--- src/rtl/csconvert_pkg.sv ---
// Shared definitions for the tile scheduler of the mono/JP4/JP4-diff converters:
// mode codes, FSM state encoding, default geometry and the mode-to-select mapping.
// Optional feature macro: CSCONVERT_SCHED_DIFF_EN (enables the jp4diff path).
package csconvert_pkg;

  typedef enum logic [1:0] {
    CSC_MONO    = 2'd0,
    CSC_JP4     = 2'd1,
    CSC_JP4DIFF = 2'd2,
    CSC_RSVD    = 2'd3
  } csc_mode_t;

  typedef enum logic [2:0] {
    ST_IDLE  = 3'd0,
    ST_START = 3'd1,
    ST_WAIT  = 3'd2,
    ST_WRITE = 3'd3,
    ST_DONE  = 3'd4
  } sched_state_t;

  localparam int TILE_PX_DEF   = 256;
  localparam int START_TMO_DEF = 32;

  // Converter select for a requested mode; reserved falls back to mono, and
  // without the jp4diff path a jp4diff request runs on the plain jp4 converter.
  function automatic logic [1:0] csc_sel(input logic [1:0] mode);
    case (mode)
      CSC_JP4:     return CSC_JP4;
`ifdef CSCONVERT_SCHED_DIFF_EN
      CSC_JP4DIFF: return CSC_JP4DIFF;
`else
      CSC_JP4DIFF: return CSC_JP4;
`endif
      default:     return CSC_MONO;
    endcase
  endfunction

endpackage

--- src/rtl/csconvert_sched_if.sv ---
// Scheduler bus: source handshake, converter controls, page handoff and status.
// Handshake rules: tile_rdy is a level from the source meaning a whole tile is
// buffered; tile_go is a one-cycle grant after which the source streams 256 px.
// conv_ywe is a per-cycle write qualifier (no backpressure). page_full[p] is a
// level owned by the consumer until it returns a one-cycle page_done[p] pulse.
// Optional feature macro: CSCONVERT_SCHED_DIFF_EN (affects conv_en drain only).
interface csconvert_sched_if;
  import csconvert_pkg::*;

  logic         en;
  logic [1:0]   mode;
  logic         tile_rdy;
  logic         tile_go;
  logic         conv_en;
  logic         conv_first;
  logic [1:0]   conv_sel;
  logic         conv_ywe;
  logic         wr_page;
  logic [1:0]   page_full;
  logic [1:0]   page_done;
  logic         busy;
  logic         err_tmo;
  sched_state_t state_dbg;

  modport master (
    output en, mode, tile_rdy, conv_ywe, page_done,
    input  tile_go, conv_en, conv_first, conv_sel, wr_page, page_full,
           busy, err_tmo, state_dbg
  );

  modport slave (
    input  en, mode, tile_rdy, conv_ywe, page_done,
    output tile_go, conv_en, conv_first, conv_sel, wr_page, page_full,
           busy, err_tmo, state_dbg
  );
endinterface

--- src/rtl/csconvert_pagectl.sv ---
// Two-page ping-pong ownership for the Y tile buffer. A completed tile marks the
// page being written as full and flips the write page; the consumer releases a
// page with a one-cycle done pulse. A set and a release on the same page in the
// same cycle resolve to full (a release of an unowned page is meaningless).
module csconvert_pagectl (
  input  logic       clk,
  input  logic       rst,
  input  logic       set_full,
  input  logic [1:0] page_done,
  output logic       wr_page,
  output logic [1:0] page_full
);

  // Page flags and write-page pointer.
  always_ff @(posedge clk or posedge rst) begin
    if (rst) begin
      page_full <= 2'b00;
      wr_page   <= 1'b0;
    end else begin
      page_full[0] <= (set_full && !wr_page) ? 1'b1 :
                      (page_done[0] ? 1'b0 : page_full[0]);
      page_full[1] <= (set_full && wr_page) ? 1'b1 :
                      (page_done[1] ? 1'b0 : page_full[1]);
      if (set_full) wr_page <= ~wr_page;
    end
  end

endmodule

--- src/rtl/csconvert_sched.sv ---
// Tile scheduler: admits one tile at a time, fires the converter first-pixel
// strobe, counts the converter's Y writes and hands full pages to the consumer.
// Optional feature macro: CSCONVERT_SCHED_DIFF_EN keeps conv_en high for the
// jp4diff line-delay drain after a jp4diff tile completes.
module csconvert_sched
  import csconvert_pkg::*;
#(
  parameter int TILE_PX   = TILE_PX_DEF,
  parameter int START_TMO = START_TMO_DEF
) (
  input logic               clk,
  input logic               rst,
  csconvert_sched_if.slave  bus
);

  localparam int CNT_W = $clog2(TILE_PX);
  localparam int TMO_W = $clog2(START_TMO);
  localparam logic [CNT_W-1:0] WR_LAST  = CNT_W'(TILE_PX - 1);
  localparam logic [TMO_W-1:0] TMO_LAST = TMO_W'(START_TMO - 1);

  sched_state_t     state;
  logic [CNT_W-1:0] cnt_wr;
  logic [TMO_W-1:0] cnt_tmo;
  logic             tile_go_q;
  logic             busy_q;
  logic             err_q;
  logic [1:0]       sel_q;
  logic             set_full;
  logic             wr_page;
  logic [1:0]       page_full;
  logic             drain_on;

  assign set_full = (state == ST_DONE);

  csconvert_pagectl u_pagectl (
    .clk       (clk),
    .rst       (rst),
    .set_full  (set_full),
    .page_done (bus.page_done),
    .wr_page   (wr_page),
    .page_full (page_full)
  );

  // Scheduler FSM with timeout and write counters; en=0 aborts from any state.
  // The timeout counter counts the strobe cycle as cycle 0 of the start window.
  always_ff @(posedge clk or posedge rst) begin
    if (rst) begin
      state     <= ST_IDLE;
      cnt_wr    <= '0;
      cnt_tmo   <= '0;
      tile_go_q <= 1'b0;
      busy_q    <= 1'b0;
      err_q     <= 1'b0;
      sel_q     <= CSC_MONO;
    end else begin
      tile_go_q <= 1'b0;
      if (!bus.en) begin
        state   <= ST_IDLE;
        cnt_wr  <= '0;
        cnt_tmo <= '0;
        busy_q  <= 1'b0;
        err_q   <= 1'b0;
      end else begin
        case (state)
          ST_IDLE: begin
            if (bus.tile_rdy && !page_full[wr_page]) begin
              state     <= ST_START;
              sel_q     <= csc_sel(bus.mode);
              tile_go_q <= 1'b1;
              busy_q    <= 1'b1;
            end
          end
          ST_START: begin
            state   <= ST_WAIT;
            cnt_tmo <= TMO_W'(1);
          end
          ST_WAIT: begin
            if (bus.conv_ywe) begin
              state   <= ST_WRITE;
              cnt_wr  <= CNT_W'(1);
              cnt_tmo <= '0;
            end else if (cnt_tmo == TMO_LAST) begin
              state   <= ST_IDLE;
              err_q   <= 1'b1;
              busy_q  <= 1'b0;
              cnt_tmo <= '0;
            end else begin
              cnt_tmo <= cnt_tmo + 1'b1;
            end
          end
          ST_WRITE: begin
            if (bus.conv_ywe) begin
              cnt_wr <= cnt_wr + 1'b1;
              if (cnt_wr == WR_LAST) state <= ST_DONE;
            end
          end
          ST_DONE: begin
            state  <= ST_IDLE;
            busy_q <= 1'b0;
          end
          default: begin
            state  <= ST_IDLE;
            busy_q <= 1'b0;
          end
        endcase
      end
    end
  end

`ifdef CSCONVERT_SCHED_DIFF_EN
  localparam int DIFF_DRAIN = 18;
  logic [4:0] drain_cnt;

  // Holds the converter enabled while the jp4diff line delay empties.
  always_ff @(posedge clk or posedge rst) begin
    if (rst) begin
      drain_cnt <= '0;
    end else if (!bus.en) begin
      drain_cnt <= '0;
    end else if (state == ST_DONE && sel_q == CSC_JP4DIFF) begin
      drain_cnt <= 5'(DIFF_DRAIN);
    end else if (drain_cnt != 5'd0) begin
      drain_cnt <= drain_cnt - 1'b1;
    end
  end
  assign drain_on = (drain_cnt != 5'd0);
`else
  assign drain_on = 1'b0;
`endif

  assign bus.tile_go    = tile_go_q;
  assign bus.conv_first = tile_go_q;
  assign bus.conv_sel   = sel_q;
  assign bus.busy       = busy_q;
  assign bus.err_tmo    = err_q;
  assign bus.wr_page    = wr_page;
  assign bus.page_full  = page_full;
  assign bus.state_dbg  = state;
  assign bus.conv_en    = bus.en & ((state != ST_IDLE) | ~page_full[wr_page] | drain_on);

endmodule
--- src/flat_wrapper.sv ---
// flat-port wrapper written by rule: the top's interface ports become plain ports
module csconvert_sched_flat import csconvert_pkg::*;
#(
  parameter int TILE_PX   = TILE_PX_DEF,
  parameter int START_TMO = START_TMO_DEF
)
  (clk, rst, bus_en, bus_mode, bus_tile_rdy, bus_conv_ywe, bus_page_done, bus_tile_go, bus_conv_en, bus_conv_first, bus_conv_sel, bus_wr_page, bus_page_full, bus_busy, bus_err_tmo, bus_state_dbg);
  csconvert_sched_if bus_i ();
  input logic clk;
  input logic rst;
  input wire logic [$bits(bus_i.en)-1:0] bus_en;
  input wire logic [$bits(bus_i.mode)-1:0] bus_mode;
  input wire logic [$bits(bus_i.tile_rdy)-1:0] bus_tile_rdy;
  input wire logic [$bits(bus_i.conv_ywe)-1:0] bus_conv_ywe;
  input wire logic [$bits(bus_i.page_done)-1:0] bus_page_done;
  output wire logic [$bits(bus_i.tile_go)-1:0] bus_tile_go;
  output wire logic [$bits(bus_i.conv_en)-1:0] bus_conv_en;
  output wire logic [$bits(bus_i.conv_first)-1:0] bus_conv_first;
  output wire logic [$bits(bus_i.conv_sel)-1:0] bus_conv_sel;
  output wire logic [$bits(bus_i.wr_page)-1:0] bus_wr_page;
  output wire logic [$bits(bus_i.page_full)-1:0] bus_page_full;
  output wire logic [$bits(bus_i.busy)-1:0] bus_busy;
  output wire logic [$bits(bus_i.err_tmo)-1:0] bus_err_tmo;
  output wire logic [$bits(bus_i.state_dbg)-1:0] bus_state_dbg;
  assign bus_i.en = bus_en;
  assign bus_i.mode = bus_mode;
  assign bus_i.tile_rdy = bus_tile_rdy;
  assign bus_i.conv_ywe = bus_conv_ywe;
  assign bus_i.page_done = bus_page_done;
  assign bus_tile_go = bus_i.tile_go;
  assign bus_conv_en = bus_i.conv_en;
  assign bus_conv_first = bus_i.conv_first;
  assign bus_conv_sel = bus_i.conv_sel;
  assign bus_wr_page = bus_i.wr_page;
  assign bus_page_full = bus_i.page_full;
  assign bus_busy = bus_i.busy;
  assign bus_err_tmo = bus_i.err_tmo;
  assign bus_state_dbg = bus_i.state_dbg;
  csconvert_sched #(.TILE_PX(TILE_PX), .START_TMO(START_TMO)) u_core (.clk(clk), .rst(rst), .bus(bus_i));
endmodule
--- config.mk ---
export PLATFORM = sky130hd
export DESIGN_NAME = csconvert_sched_flat
export DESIGN_NICKNAME = d
export VERILOG_FILES = /design/src/rtl/csconvert_pkg.sv /design/src/rtl/csconvert_sched_if.sv /design/src/rtl/csconvert_pagectl.sv /design/src/rtl/csconvert_sched.sv /design/src/flat_wrapper.sv
export SDC_FILE = /design/constraint.sdc
export NUM_CORES = 1
export LEC_CHECK = 0
export CORE_MARGIN = 2
export CORE_UTILIZATION = 45
export DETAILED_ROUTE_END_ITERATION = 8
export DONT_BUFFER_PORTS = 1
export SYNTH_ARGS = -nofsm -noshare
export SYNTH_HDL_FRONTEND = slang
export SYNTH_SLANG_ARGS = --single-unit
export TNS_END_PERCENT = 30
--- constraint.sdc ---
create_clock -name clk -period 2.03 [get_ports clk]
set_input_delay 0.203 -clock clk [delete_from_list [all_inputs] [get_ports clk]]
set_output_delay 0.203 -clock clk [all_outputs]
set_load 0.02 [all_outputs]
; Word-level counts from Yosys, hierarchy flattened
; Index checks and enable logic that the tools add are counted.
[op_classes]
muxes = 34
n_reduce_logical = 16
n_eq_ne = 21
addsub = 2
n_lt_le_gt_ge = 1
bitwise_logic = 4
[op_table]
columns = cell, n
row1 = 2-to-1 mux 8 bit, 3
row2 = 2-to-1 mux 1 bit, 18
row3 = 2-to-1 mux 3 bit, 6
row4 = one-hot mux 8 bit (2 select lines), 1
row5 = 2-to-1 mux 5 bit, 3
row6 = one-hot mux 3 bit (4 select lines), 1
row7 = one-hot mux 5 bit (2 select lines), 1
row8 = inequality test 3 x 2 -> 1 bit (second input constant), 3
row9 = inequality test 3 bit (second input constant), 3
row10 = AND reduction 3 bit, 3
row11 = adder 8 x 1 -> 8 bit (second input constant), 1
row12 = == test 8 bit (second input constant), 1
row13 = AND reduction 4 bit, 2
row14 = == test 3 x 2 -> 1 bit (second input constant), 2
row15 = inequality test 3 x 1 -> 1 bit (second input constant), 2
row16 = adder 5 x 1 -> 5 bit (second input constant), 1
row17 = == test 5 bit (second input constant), 1
row18 = inequality test 2 x 1 -> 1 bit (second input constant), 2
row19 = inequality test 2 bit (second input constant), 2
row20 = inequality test 4 x 3 -> 1 bit (second input constant), 1
row21 = nonzero test 2 bit, 2
row22 = OR reduction 2 bit, 2
row23 = == test 3 x 1 -> 1 bit (second input constant), 1
row24 = == test 3 bit (second input constant), 1
row25 = other kinds (11), 15
[word_totals]
register_bits = 24
in_bits = 9
out_inout_bits = 13
wordCells = 88

; Logic depth before layout (Yosys ltp)
; Gate-level depths: netlist of the first run.
[depth]
depth_word = 7
mapped_depth = 6
mapped_depth_nobuf = 6

; By module
; A second synthesis of the first run with hierarchy kept.
[hier_totals]
hier_cells = 145
hier_area_um2 = 1298.7
[modules_own_cells]
columns = module, area_each_um2, seq_area_each_um2, instances, cells_each
row1 = csconvert_sched, 1184.9, 500.5, 1, 134
row2 = csconvert_pagectl, 113.9, 75.1, 1, 11

; Worst setup path after synthesis of the first run
; Ideal clock, no wire load.
[synth_path]
path_type = reg-to-reg
startpoint = register u_core.cnt_tmo[0]
endpoint = register u_core.cnt_tmo[2]
n_path_buf = 0
stages_incl_launch_ff = 7
setup_slack_ns = 0.157
setup_ns = 0.064
arrival_ns = 1.809
period_less_slack_ns = 1.873
t_required_ns = 1.966
cell_sequence = dfrtp_1 ha_1 and3_1 ha_1 or4_4 nor3b_2 a21o_1
[synth_between]
elab_chain_len = 5
word_cells_on_any_way = 6
cone_classes = add/sub (1) / eq/ne (1) / mux (4)
[synth_lines]
columns = element, line
row1 = from (decl), csconvert_sched.sv:23  ; logic [TMO_W-1:0] cnt_tmo;
row2 = from (signal assigned), csconvert_sched.sv:88  ; cnt_tmo <= cnt_tmo + 1'b1;
row3 = adder 5 x 1 -> 5 bit / == test 5 bit (equally long branches), "csconvert_sched.sv:88, csconvert_sched.sv:82"
row4 = 2-to-1 mux 5 bit *, csconvert_sched.sv:82  ; end else if (cnt_tmo == TMO_LAST) begin
row5 = 2-to-1 mux 5 bit *, csconvert_sched.sv:78  ; if (bus.conv_ywe) begin
row6 = one-hot mux 5 bit (2 select lines) *, csconvert_sched.sv:64  ; case (state)
row7 = 2-to-1 mux 5 bit *, csconvert_sched.sv:57  ; if (!bus.en) begin
; Every way passes the cells marked *; elsewhere a longest branch is shown, timed or not.
; A chain may end at the register's enable or synchronous reset.

; Final worst setup path of the first run
[layout_path]
startpoint = register u_core.cnt_tmo[1]
endpoint = register u_core.cnt_tmo[3]
; The elaborated chain is that of the path after synthesis.

==> impl_metrics.toml, run 1 <==
[clock_network]
cts_resized = 0
cts-root-buf = "clkbuf_4"
numClockSinks = 23
cts_max_level = 1
clkLatencyLatePin_ns = 0.32
path_clk_slew_ns = 0.13
clockBufferDepth = 2
post_cts_buffers = 0
numCtsBuffers = 3
cts_tree = "done"

[synthesis]
synthCells = 125
synth-edff-count = 0
seq_area_frac_synth_pct = 46.7
ys_types = 41
syn_area_per_cell_sq_um = 9.87
ys_warn_count = 0
synthArstFlopShare_pct = 100
synthTopCellsByArea = "dfrtp_1 47%, o21ai_0 4.5%, nor2_1 3.3%, nand3_1 3.2%, ha_1 3.0%"
syn_area_sq_um = 1230
synth_top_area_share_pct = 46.7
synth_nets = 137
synthFlopType = "dfrtp_1"
ys_ff_latch = 23
synth_top_area_cell = "dfrtp_1"

[drt]
top_layer_used = "met4"
ant_nets = 0
first_pass_iters = 4
drt_wl_total_um = 2350
route.detailed.drc = 0
via_per_inst = 5.83
wl_met2_um = 1190
drtIter0Drc = 20
wire_per_inst_um = 14.7
routedLengthMet1_um = 1070
met3_length_um = 71
via_count = 932

[final_layout]
area_growth_pct = 6.19
layout_commonest_cell = "dfrtp_1"
design_area_sq_um = 1310
fin_util_pct = 51.5
layout_common_cells = "23 x dfrtp_1, 11 x nor2_1, 11 x o21ai_0, 8 x nand3_1, 8 x nand2_1"
drive_gt1_share_pct = 10.8
diodes = 0
nets = 143
fill_cells = 246

[floorplan]
ios = 22
rows = 18
coreArea_sq_um = 2540
dieArea_sq_um = 3180
fp.dieW_um = 56.4
start_util_pct = 48.5
fp.dieH_um = 56.4

[sta]
setup_tns_ns = 0
timing.final.crit_share_pct = 95.5
setup_viol = 0
timing.fmax_ghz = 0.516
period_needed_ns = 1.94
hold_violations = 0
relSlewSlack_pct = 64.7
finalMaxSlewViolations = 0
worst_slack_ns = 0.0919
worstMarginPinSlew_ns = 0.530
clock_skew_ns = 0.0123
rsz0062_at_grt = "no"

[worst_setup_path]
critPathMaxFanout = 4
end_kind = "flop"
crit_type = "flop to flop"
worst_ep_arrival_time_ns = 2.21
start_kind = "flop"
worst_ep_required_time_ns = 2.31

[global_routing]
grt_pass1_wl_um = 4000
grt_pass1_vias = 897
grt_max_degree = 24
track_usage_pct = 16.0
antenna_found_initial = 0
overflow = 0

[power]
p_total_mw = 0.833
power_density_nw_per_um2 = 636
vdd_ir_drop_max_v = 0.000463
p_leak_nw = 0.609

[place]
io_buffers = 0
gp_congestion = 0.778
preCtsSetupSlack_ns = 0.103
postPlaceCellArea_sq_um = 1250
dp.final_hpwl_um = 1690

[worst_hold_path]
hold_class = "input pin to flop"

[status]
outcome = "finished clean"

[run]
cap_violations = 0
==> through the flow <==
stage / cells / hold WS (ns)
2_1_floorplan: 125 / 0.205
3_3_place_gp: 153 / 0.154
3_5_place_dp: 153 / 0.158
4_1_cts: 160 / 0.0200
5_1_grt: 160 / 0.0217
6_report: 160 / 0.0166
==> metal layers <==
| metal | global-route usage (%) | vias up |
|---|---|---|
| met3 | 5.30 | 4 |
| met1 | 19.2 | 459 |
| met4 | 4.08 | 0 |
| met5 | 0 | - |
| met2 | 27.6 | 9 |
| li1 | - | 460 |
==> cell usage after synthesis, types with 2 or more instances <==
cell type and number:
dfrtp_1 23, nor2_1 11, o21ai_0 11, nand2_1 8
nand3_1 8, inv_1 6, a21oi_1 3, a22o_1 3
a31oi_1 3, and3_1 3, ha_1 3, nor2b_1 3
xnor2_1 3, a21o_1 2, buf_2 2, buf_4 2
buf_6 2, mux2i_1 2, nand4_1 2, nor3_1 2
o21a_1 2, o41ai_1 2
==> flip-flops by register name, indices dropped and copies added (netlist names) <==
signal	cells
u_core.bus.busy	1
u_core.bus.conv_first	1
u_core.bus.state_dbg	3
u_core.u_pagectl.wr_page	1
u_core.cnt_wr	8
u_core.u_pagectl.page_full	2
u_core.cnt_tmo	5
u_core.bus.err_tmo	1
u_core.bus.conv_sel	1
==> cell type report <==
| type | instances | area (sq um) | area share [%] |
|---|---|---|---|
| tap | 30 | 37.5 | 2.87 |
| inverter | 6 | 22.5 | 1.72 |
| multi-input combinational | 90 | 588 | 44.9 |
| clock buffer | 4 | 26.3 | 2.01 |
| timing repair buffer | 7 | 60.1 | 4.58 |
| sequential | 23 | 576 | 43.9 |
==> what timing repair did <==
item,in CTS,in global routing
endpoints found under the hold margin,25,0
setup endpoints to repair,0,1
hold buffers,3,0
==> kinds of logic after synthesis <==
logic type,share of synthesized area (%)
and+or+nand+nor,22.5
muxes,2.54
adders and majority gates,3.04
DFF,46.7
AOI/OAI and AO/OA,16.4
buffers and inverters,5.68
xor gates and xnor gates,2.84
other,0.304
==> worst max-delay path, cell delays in order (launching register included) <==
cell and delay, ns:
dfrtp_1 0.42, ha_1 0.21, and3_1 0.19, ha_1 0.22
or4_4 0.56, nor3_2 0.17, a211o_1 0.12
==> final timing paths <==
kind	from	end	slack [ns]	depth (start not counted)
max in group asynchronous	rst	u_core.cnt_wr[2]	1.45	3
min	bus_conv_ywe	u_core.bus.state_dbg[0]	0.02	2
max reg2reg	u_core.cnt_tmo[1]	u_core.cnt_tmo[3]	0.09	6
min reg2reg	u_core.cnt_wr[6]	u_core.cnt_wr[6]	0.52	1
min in group asynchronous	rst	u_core.cnt_tmo[4]	0.34	3
max	u_core.cnt_tmo[1]	u_core.cnt_tmo[3]	0.09	6
==> power breakdown <==
part | total [mW] | internal, mW | switching [mW] | leakage [nW]
Sequential | 0.513 | 0.475 | 0.0381 | 0.315
Combinational | 0.0994 | 0.0432 | 0.0562 | 0.279
Clock | 0.220 | 0.0770 | 0.143 | 0.0150
Note: power is estimated with default switching activity, not from simulation.
==> inputs of run 2 (changes only) <==
--- a/config.mk
+++ b/config.mk
@@ -5,6 +5,7 @@
 export SDC_FILE = /design/constraint.sdc
 export NUM_CORES = 1
 export LEC_CHECK = 0
+export ABC_AREA = 1
 export CORE_MARGIN = 2
 export CORE_UTILIZATION = 45
 export DETAILED_ROUTE_END_ITERATION = 8
==> run 2 against run 1 <==
Register-to-register slack gained 0.40 ns; via count grew 24%; largest power group unchanged; sequential power grew 32%; synthesized cell count grew 42%; global-route usage grew 1.4 points; count of clock-buffer cells in the layout is the same; synthesized area grew 7.3%; critical endpoint is now bus_conv_en; critical path type is now flop to primary output; combinational power grew to 3.6 times the previous value; total power grew 50%.
==> impl_metrics.toml, run 2 <==
[synthesis]
synthTopCellsByCount = "44 x nand2_1, 24 x inv_1, 23 x dfrtp_1"
synthArstFlopShare_pct = 100
ys_warn_count = 0
syn_area_per_cell_sq_um = 7.44
ys_ff_latch = 23
synthTopCellsByArea = "dfrtp_1 43%, nand2_1 12%, inv_1 6.8%, nand3_1 6.4%, nor2_1 6.2%"
synth_nets = 190
ys_types = 26
synth.most_common_cell = "nand2_1"
seq_area_frac_synth_pct = 43.5
synthCells = 178
synth_top_area_cell = "dfrtp_1"
synth_top_area_share_pct = 43.5
synth-edff-count = 0
synthFlopType = "dfrtp_1"
syn_area_sq_um = 1320

[global_routing]
grt_max_degree = 24
grtUsageMet3_pct = 3.35
grt_pass1_wl_um = 4520
overflow = 0
grt_busiest_layer = "met2"
grtUsageMet2_pct = 28.2
grt_pass1_vias = 1021
grt_util_met1_pct = 23.3
track_usage_pct = 17.4
antenna_found_initial = 0

[final_layout]
largest_register_ff_count = 8
nets = 195
layout_common_cells = "44 x nand2_1, 24 x inv_1, 23 x dfrtp_1, 22 x nor2_1, 17 x nand3_1"
diodes = 0
layout_commonest_cell = "nand2_1"
area_growth_pct = 5.20
drive_gt1_share_pct = 6.04
regMostFlops = "u_core.cnt_wr"

[sta]
period_needed_ns = 1.90
relSlewSlack_pct = 39.7
setup_tns_ns = 0
rsz0062_at_grt = "no"
setup_viol = 0
clock_skew_ns = 0.00275
worstMarginPinSlew_ns = 0.904
timing.fmax_ghz = 0.528
hold-worst-slack_ns = 0.0230
timing.final.crit_share_pct = 93.4
finalMaxSlewViolations = 0
hold_violations = 0

[clock_network]
numClockSinks = 23
numCtsBuffers = 3
cts_max_level = 1
cts_tree = "done"
cts-root-buf = "clkbuf_4"
clkLatencyLatePin_ns = 0.31
cts_resized = 0
path_clk_slew_ns = 0.12
clockBufferDepth = 2

[power]
vdd_ir_drop_max_v = 0.000607
p_leak_nw = 0.688
power_density_nw_per_um2 = 897

[drt]
via_per_inst = 5.42
drt_wl_total_um = 2690
drtIter0Drc = 47
first_pass_iters = 4
wire_per_inst_um = 12.6
via_count = 1155
ant_nets = 0
route.detailed.drc = 0

[floorplan]
fp.dieW_um = 58.2
rows = 19
coreArea_sq_um = 2780
ios = 22
dieArea_sq_um = 3390
fp.dieH_um = 58.2
start_util_pct = 47.6

[worst_setup_path]
start_kind = "flop"
worst_ep_required_time_ns = 1.83
critPathMaxFanout = 6
r2r_slack_ns = 0.49
end_kind = "primary output"
crit_type = "flop to primary output"
worst_ep_arrival_time_ns = 1.69

[place]
gp_congestion = 0.878
io_buffers = 0
dp.final_hpwl_um = 2020

[run]
cap_violations = 0

[worst_hold_path]
hold_class = "input pin to flop"

[status]
outcome = "finished clean"
-- run 2: routing by layer --
layer | wire length (um) | part of all wire [%] | vias up
met3 | 133 | 4.9 | 5
met4 | 36 | 1.3 | 0
met2 | 1240 | 46 | 28
met1 | 1290 | 48 | 548
li1 | - | - | 574
met5 | 0 | 0 | -
-- run 2: final timing paths --
path                                                end               startpoint  cells past startpoint
min in group asynchronous              u_core.cnt_wr[2]                      rst                      2
worst max-delay path                        bus_conv_en  u_core.bus.state_dbg[1]                      4
worst max register to register        u_core.cnt_tmo[2]  u_core.bus.state_dbg[2]                      5
worst min-delay path            u_core.bus.state_dbg[1]                   bus_en                      2
worst min register to register         u_core.cnt_wr[1]         u_core.cnt_wr[1]                      2
max in group asynchronous            u_core.bus.err_tmo                      rst                      2
-- run 2: through the flow --
step	area [sq um]	total power, mW	worst slack (ns)	cells	util (%)
2_1_floorplan	1320	0.968	0.651	178	-
4_1_cts	1390	1.26	0.121	213	50.1
3_5_place_dp	1340	1.04	0.491	206	48.0
3_3_place_gp	1340	1.04	0.505	206	48.0
6_report	1390	1.25	0.134	213	50.1
5_1_grt	1390	1.35	0.0306	213	50.1
-- run 2: cells by family after synthesis --
family | count (synthesis) | synth area share [%]
simple gates | 92 | 30.9
buf+inv | 29 | 9.55
compound gates | 28 | 11.6
flops | 23 | 43.5
fa+ha+maj | 3 | 2.84
xor+xnor | 2 | 1.32
other cells | 1 | 0.283
-- run 2: area by class of cell --
cell class | instances | area (sq um)
Clock buffer | 4 | 26.3
Fill cell | 273 | 1390
Inverter | 26 | 100
Multi-Input combinational cell | 126 | 622
Sequential cell | 23 | 576
Tap cell | 31 | 38.8
Timing Repair Buffer | 3 | 30.0
-- run 2: worst max-delay path: stages (launching register included) --
cell and delay [ns]:
dfrtp_1 0.58, inv_1 0.16, nand2_1 0.20, nor2_1 0.06
a21oi_1 0.39
-- run 2: repair_timing --
action | 4_1_cts | 5_1_grt
buffers inserted | 0 | 0
hold buffers | 3 | 0
endpoints found under the hold margin | 25 | 0
-- run 2: power by group --
group	total (mW)	switching (mW)	internal (mW)
combinational	0.360	0.246	0.114
sequential	0.679	0.152	0.527
clock	0.210	0.133	0.0767
total	1.25	0.531	0.718
==> inputs of run 3 (changes only) <==
--- a/config.mk
+++ b/config.mk
@@ -7,9 +7,10 @@
 export LEC_CHECK = 0
 export ABC_AREA = 1
 export CORE_MARGIN = 2
-export CORE_UTILIZATION = 45
+export CORE_UTILIZATION = 43
 export DETAILED_ROUTE_END_ITERATION = 8
 export DONT_BUFFER_PORTS = 1
+export REMOVE_ABC_BUFFERS = 1
 export SYNTH_ARGS = -nofsm -noshare
 export SYNTH_HDL_FRONTEND = slang
 export SYNTH_SLANG_ARGS = --single-unit
==> run 3 against run 2 <==
Die area increased by 4.3%; combinational power grew 1%; setup slack better by 0.033 ns; total power up 0.48%; cell count up 0.94%; global-route usage up 0.37 points; flip-flop and latch count stayed put; clock power about the same; design area is 0.18% higher; non-clock buffer count stayed put; utilization down 3.2 points; first-iteration DRC count is 120% higher; highest routed layer unchanged.
==> impl_metrics.toml, run 3 (synthesis gave the netlist of run 2 again) <==
[status]
outcome = "finished clean"

[place]
dp.final_hpwl_um = 2090
io_buffers = 0
gp_congestion = 0.875

[power]
power_density_nw_per_um2 = 899
p_total_mw = 1.25
power_frac_seq_pct = 54.1
vdd_ir_drop_max_v = 0.000275
p_leak_nw = 0.688
power.share.clock_pct = 16.9
swShare_pct = 42.8
combPwrFrac_pct = 29.0
power_switching_mw = 0.537
internal-power_mw = 0.718

[clock_network]
cts-root-buf = "clkbuf_4"
clockBufferDepth = 2
cts_tree = "done"
post_cts_buffers = 0
numCtsBuffers = 3
path_clk_slew_ns = 0.12
numClockSinks = 23
cts_max_level = 1
clkLatencyLatePin_ns = 0.31

[drt]
first_pass_iters = 4
via_count = 1146
drt_wl_total_um = 2710
drtIter0Drc = 105
via_per_inst = 5.33
ant_nets = 0
wire_per_inst_um = 12.6
route.detailed.drc = 0

[floorplan]
fp.dieH_um = 59.5
fp.dieW_um = 59.5
ios = 22
rows = 20
coreArea_sq_um = 2980
dieArea_sq_um = 3540
start_util_pct = 44.5

[global_routing]
antenna_found_initial = 0
grt_busiest_layer = "met2"
overflow = 0
grtUsageMet2_pct = 29.8
grt_pass1_wl_um = 4710
grt_pass1_vias = 1078
grtUsageMet3_pct = 3.06
grt_max_degree = 24
track_usage_pct = 17.8
grt_util_met1_pct = 22.2

[sta]
finalMaxSlewViolations = 0
hold_violations = 0
worstMarginPinSlew_ns = 0.915
timing.final.crit_share_pct = 91.7
setup_tns_ns = 0
rsz0062_at_grt = "no"
timing.fmax_ghz = 0.537
relSlewSlack_pct = 38.9
setup_viol = 0
hold-worst-slack_ns = 0.0200
clock_skew_ns = 0.00503
period_needed_ns = 1.86

[worst_setup_path]
start_kind = "flop"
end_kind = "primary output"
crit_type = "flop to primary output"
critPathMaxFanout = 6
worst_ep_required_time_ns = 1.83
worst_ep_arrival_time_ns = 1.66

[final_layout]
area_growth_pct = 5.39
nets = 195
diodes = 0
largest_register_ff_count = 8
layout_commonest_cell = "nand2_1"
layout_common_cells = "44 x nand2_1, 24 x inv_1, 23 x dfrtp_1, 22 x nor2_1, 17 x nand3_1"
multiInputGateArea_sq_um = 622
regMostFlops = "u_core.cnt_wr"
drive_gt1_share_pct = 6.04
fill_cells = 310
ff_latch_area_sq_um = 576

[run]
cap_violations = 0

[worst_hold_path]
hold_class = "input pin to flop"
run 3: final timing paths:
path                                         startpoint                             to  slack, ns  cells after the start
max in group asynchronous                           rst  u_core.u_pagectl.page_full[0]       0.95                      2
min in group asynchronous                           rst              u_core.cnt_tmo[3]       0.52                      2
worst max register to register  u_core.bus.state_dbg[2]        u_core.bus.state_dbg[0]       0.46                      5
worst min register to register         u_core.cnt_wr[1]               u_core.cnt_wr[1]       0.53                      2
worst min-delay path                             bus_en               u_core.cnt_wr[4]       0.02                      2
worst max-delay path            u_core.bus.state_dbg[1]                    bus_conv_en       0.17                      4
run 3: worst max-delay path: stages, from the launching register on:
cell,delay [ns]
dfrtp_1,0.56
inv_1,0.16
nand2_1,0.18
nor2_1,0.06
a21oi_1,0.39
run 3: cell type report:
type	count	share of cell area [%]
Timing Repair Buffer	3	2.15
Inverter	26	7.17
Clock buffer	4	1.88
Sequential cell	23	41.3
Multi-Input combinational cell	126	44.6
Tap cell	33	2.96
run 3: metrics by stage:
step,cell area [sq um],cells,utilization [%],setup WS [ns]
final,1400,215,46.8,0.168
after global routing,1400,215,46.8,0.0645
after CTS,1400,215,46.8,0.162
after detailed placement,1340,208,45.0,0.511
after global placement,1340,208,45.0,0.537
after floorplan,1300,175,-,0.651
run 3: power by group through the flow:
stage	logic, mW	registers [mW]	clock network, mW
after floorplan	0.289	0.667	0
after detailed placement	0.359	0.689	0
after global routing	0.423	0.693	0.241
after global placement	0.353	0.686	0
after CTS	0.364	0.680	0.223
final	0.364	0.678	0.212
run 3: metal layers:
layer	part of all wire (%)	routed length, um
met1	46	1260
met5	0	0
met2	48	1300
met4	0.70	19
met3	5.1	139
run 3: timing repair:
| item | 4_1_cts | 5_1_grt |
|---|---|---|
| hold buffers | 3 | 0 |
| gates resized for setup | 0 | 0 |
| endpoints found under the hold margin | 25 | 0 |
